<file path="src/rtl/traffic_light_controller.sv">
// Two-road traffic light controller: a six-phase Moore FSM with a shared
// 10-bit phase counter and lamp outputs decoded only from the state register.
module traffic_light_controller #(
    parameter int GREEN_TIME  = 50,
    parameter int YELLOW_TIME = 10,
    parameter int ALLRED_TIME = 5
) (
    input  logic       clk,
    input  logic       reset,
    output logic [2:0] ns_light,
    output logic [2:0] ew_light
);

    typedef enum logic [2:0] {
        NS_GREEN  = 3'd0,
        NS_YELLOW = 3'd1,
        ALLRED_A  = 3'd2,
        EW_GREEN  = 3'd3,
        EW_YELLOW = 3'd4,
        ALLRED_B  = 3'd5
    } state_t;

    localparam logic [2:0] LAMP_RED    = 3'b100;
    localparam logic [2:0] LAMP_YELLOW = 3'b010;
    localparam logic [2:0] LAMP_GREEN  = 3'b001;

    // Terminal count of each phase, i.e. duration-1.
    localparam logic [9:0] GREEN_LAST  = 10'(GREEN_TIME - 1);
    localparam logic [9:0] YELLOW_LAST = 10'(YELLOW_TIME - 1);
    localparam logic [9:0] ALLRED_LAST = 10'(ALLRED_TIME - 1);

    state_t     r_state;
    logic [9:0] r_count;
    logic [9:0] w_last;
    logic       w_illegal;
    logic       w_done;

    // NOTE: every signal written in always_comb gets a default first, so no
    // path leaves it unassigned and no latch is inferred.
    always_comb begin
        w_last    = '0;
        w_illegal = 1'b0;
        case (r_state)
            NS_GREEN, EW_GREEN:   w_last = GREEN_LAST;
            NS_YELLOW, EW_YELLOW: w_last = YELLOW_LAST;
            ALLRED_A, ALLRED_B:   w_last = ALLRED_LAST;
            default:              w_illegal = 1'b1;
        endcase
    end

    assign w_done = (r_count == w_last);

    // NOTE: state registers use non-blocking assignments so every flop samples
    // the pre-edge values, independent of statement order.
    always_ff @(posedge clk) begin
        if (reset) begin
            r_state <= NS_GREEN;
            r_count <= '0;
        end else if (w_done || w_illegal) begin
            r_count <= '0;
            case (r_state)
                NS_GREEN:  r_state <= NS_YELLOW;
                NS_YELLOW: r_state <= ALLRED_A;
                ALLRED_A:  r_state <= EW_GREEN;
                EW_GREEN:  r_state <= EW_YELLOW;
                EW_YELLOW: r_state <= ALLRED_B;
                ALLRED_B:  r_state <= NS_GREEN;
                default:   r_state <= ALLRED_B;
            endcase
        end else begin
            r_count <= r_count + 10'd1;
        end
    end

    // Unknown encodings fall through to all-red, the only safe lamp pattern.
    always_comb begin
        ns_light = LAMP_RED;
        ew_light = LAMP_RED;
        case (r_state)
            NS_GREEN:  ns_light = LAMP_GREEN;
            NS_YELLOW: ns_light = LAMP_YELLOW;
            EW_GREEN:  ew_light = LAMP_GREEN;
            EW_YELLOW: ew_light = LAMP_YELLOW;
            default:   ;
        endcase
    end

endmodule

</file>
<file path="config.mk">
export PLATFORM = sky130hd
export DESIGN_NAME = traffic_light_controller
export DESIGN_NICKNAME = d
export VERILOG_FILES = /design/src/rtl/traffic_light_controller.sv
export SDC_FILE = /design/constraint.sdc
export NUM_CORES = 1
export LEC_CHECK = 0
export CELL_PAD_IN_SITES_DETAIL_PLACEMENT = 1
export CELL_PAD_IN_SITES_GLOBAL_PLACEMENT = 1
export CORE_MARGIN = 2
export CORE_UTILIZATION = 40
export CTS_CLUSTER_SIZE = 40
export DETAILED_ROUTE_END_ITERATION = 16
export GPL_ROUTABILITY_DRIVEN = 0
export PLACE_DENSITY_LB_ADDON = 0.15
export SLEW_MARGIN = 20
export SYNTH_ARGS = -nofsm -noshare
export SYNTH_HDL_FRONTEND = slang
export SYNTH_SLANG_ARGS = --single-unit
</file>
<file path="constraint.sdc">
create_clock -name clk -period 2.2 [get_ports clk]
set_clock_uncertainty 0.05 [all_clocks]
set_input_delay 0.44 -clock clk [delete_from_list [all_inputs] [get_ports clk]]
set_output_delay 0.44 -clock clk [all_outputs]
set_load 0.01 [all_outputs]
</file>
==> impl_metrics.csv <==
group,metric,value,unit
outcome,status,"complete, no violations",
sta,min_period,2.10,ns
clock_tree,root_buffer,"clkbuf_4",
flow_run,cap_viol_max_count,0,
route,drtIter0Drc,2,
global_routing,grtUsageMet1,19.1,%
placed_design,dpl.hpwl,1150,um
sta,maxSlewViolCount,0,
global_routing,grt.busiest_layer,"met2",
setup_path,critPathBufInv,2,
synthesis,postSynthRegisterBits,13,
final_layout,drive_above_1_share,15.2,%
setup_path,worstPathCellList,"inv_1 -> nor3b_1 -> clkdlybuf4s50_1",
min_path,hold_class,"flip-flop to flip-flop",
synthesis,yosys_warnings,0,
floorplan,rows,15,
sta,rsz0062_at_grt,"no",
power,ir_drop,0.389,mV
sta,fmax,476,MHz
placed_design,pre_cts_ws,0.00845,ns
global_routing,antenna_found_initial,0,
global_routing,grtUsageMet2,27.7,%
setup_path,critPathTopFamily,"buffers and inverters",
final_layout,fin_util,50.7,%
route,via_count,634,
setup_path,critPathLaunchType,"flip-flop",
floorplan,die_w,47.0,um
global_routing,grt.overflow.total,0,
final_layout,syn_to_final_growth,18.1,%
setup_path,crit_fanout,11,
setup_path,critical_path_class,"flip-flop to primary output",
clock_tree,numClockSinks,13,
setup_path,cpPeakStageDelay,0.59,ns
synthesis,syn_area_per_cell,8.32,sq um
setup_path,endpoint_kind,"primary output",
global_routing,track_usage,16.2,%
route,drt_pass1_iterations,4,
clock_tree,tritoncts,"built",
setup_path,worstPathRequired,1.71,ns
sta,slew_headroom,72.4,%
sta,hold_viol_final,0,
sta,worst_pin_slew,0.413,ns
sta,finalWorstSetupSlack,0.101,ns
clock_tree,cts.reportedPaths.clkPinSlew,0.08,ns
clock_tree,cts_made_buffers,3,
floorplan,core_area,0.00173,sq mm
sta,post-route-period-util,95.4,%
route,drt-wirelength-per-cell,12.2,um
setup_path,crit_slowest_cell,"clkdlybuf4s50_1",
final_layout,stdcell_count,124,
power,p_total,0.421,mW
placed_design,placed_cells,120,
setup_path,crit_arrival,1.61,ns
sta,holdWs,0.479,ns
final_layout,nNetsFinal,103,
floorplan,ioPinCount,8,
clock_tree,post_cts_buffers,0,
global_routing,grt_pass1_vias,608,
route,drtAntennaViolNets,0,
placed_design,port_buffers,7,
sta,finalSetupViolCount,0,
synthesis,yosysUniqueCellTypes,31,
final_layout,antenna_cells,0,
synthesis,syn_nets,92,
route,wirelength,1510,um
floorplan,die_area,0.00221,sq mm
synthesis,yosysSeqAreaShare,35.1,%
power,powerDensity,482,mW/mm^2
placed_design,postPlaceCellArea,831,sq um
global_routing,grt_use_met3,3.46,%
global_routing,grt_pass1_wl,2480,um
floorplan,dieHeight,47.0,um
global_routing,grt_max_degree,16,
synthesis,netlist_instances,89,
final_layout,final_area,875,sq um
clock_tree,clk_latency,0.27,ns
floorplan,initial_core_util,42.9,%
clock_tree,htree_levels,1,
power,p_leak,0.286,nW
sta,tns,0,ns
clock_tree,cts_buffer_depth,2,
synthesis,syn_area,741,sq um
route,viasPerCell,5.11,
route,drc,0,
worst paths after layout:
check	depth (start not counted)	slack, ns	endpoint	start
min reg2reg	1	0.48	r_count[0]	r_count[0]
max reg2reg	5	0.29	r_state[1]	r_state[0]
min	1	0.48	r_count[0]	r_count[0]
max	3	0.10	ew_light[0]	r_state[0]
sequential cells by signal (all words and copies together) (netlist names), named ones only:
signal / cells
r_state: 2
r_count: 10
synthesized netlist by cell type:
cell type | instances | share of area, %
nand2_1 | 4 | 2.0
xnor2_2 | 1 | 2.2
a211oi_1 | 1 | 1.0
nor4_1 | 2 | 1.7
buf_4 | 1 | 1.0
mux2i_1 | 1 | 1.4
o2111ai_2 | 1 | 2.0
xor2_1 | 4 | 4.7
nand4_1 | 1 | 0.85
nor3_1 | 3 | 2.0
clkbuf_1 | 1 | 0.51
o21a_1 | 3 | 3.0
or2_2 | 1 | 0.85
nand3_1 | 5 | 3.4
xnor2_1 | 6 | 7.1
inv_1 | 5 | 2.5
nor3b_1 | 2 | 2.0
or3_1 | 1 | 0.85
or4b_1 | 1 | 1.4
ha_1 | 1 | 1.7
dfxtp_1 | 13 | 35
a21oi_1 | 2 | 1.4
o31ai_1 | 2 | 2.0
or3b_1 | 1 | 1.2
o21ai_1 | 1 | 0.68
or4_1 | 1 | 1.0
buf_6 | 2 | 3.0
a31oi_1 | 1 | 0.85
o21ai_0 | 2 | 1.4
nor2_1 | 18 | 9.1
a311oi_2 | 1 | 2.0
power breakdown:
group          internal, mW  switching [mW]
combinational        0.0129          0.0145
clock                0.0704          0.0766
sequential            0.239         0.00828
cells by family after synthesis:
group                      after synthesis  synth area share [%]
AOI/OAI and AO/OA                       14                  14.4
and+or+nand+nor                         40                  26.4
adders and majority gates                1                  1.69
muxes                                    1                  1.35
buffers and inverters                    9                  7.09
xor gates and xnor gates                11                  14.0
DFF                                     13                  35.1
worst register-to-register path, delay by kind of cell, from the launching register on:
kind | cells | cell delay, ns
multiplexers | 1 | 0.28
AND/OR/NAND/NOR | 1 | 0.51
XOR/XNOR | 1 | 0.14
AO/OA/AOI/OAI | 2 | 0.43
flip-flops | 1 | 0.42
layer usage:
| metal | share of wire (%) | vias up |
|---|---|---|
| met3 | 2.3 | 4 |
| met4 | 1.9 | 0 |
| li1 | - | 326 |
| met2 | 52 | 7 |
| met5 | 0 | - |
| met1 | 44 | 297 |
placed cells by master, fill, tap and decap left out, types with 3 or more instances in the layout:
master | Yosys | layout
buf_4 | 1 | 3
nand3_1 | 5 | 5
clkdlybuf4s50_1 | 0 | 6
xnor2_1 | 6 | 6
nor3_1 | 3 | 3
dfxtp_1 | 13 | 10
nand2_1 | 4 | 4
clkbuf_4 | 0 | 3
nor2_1 | 18 | 18
xor2_1 | 4 | 4
inv_1 | 5 | 5
o21a_1 | 3 | 3
timing repair:
item | in CTS | in global routing
gates resized for setup | 3 | 4
hold buffers | 0 | 0
setup endpoints to repair | 5 | 15
area by class of cell:
type | instances | area, sq um
flip-flops and latches | 13 | 267
multi-input cells | 67 | 437
clock buffers | 4 | 26.3
fillers | 234 | 852
inverters | 5 | 18.8
well taps | 25 | 31.3
repair buffers | 10 | 95.1
Power figures use the tool's default switching activity.
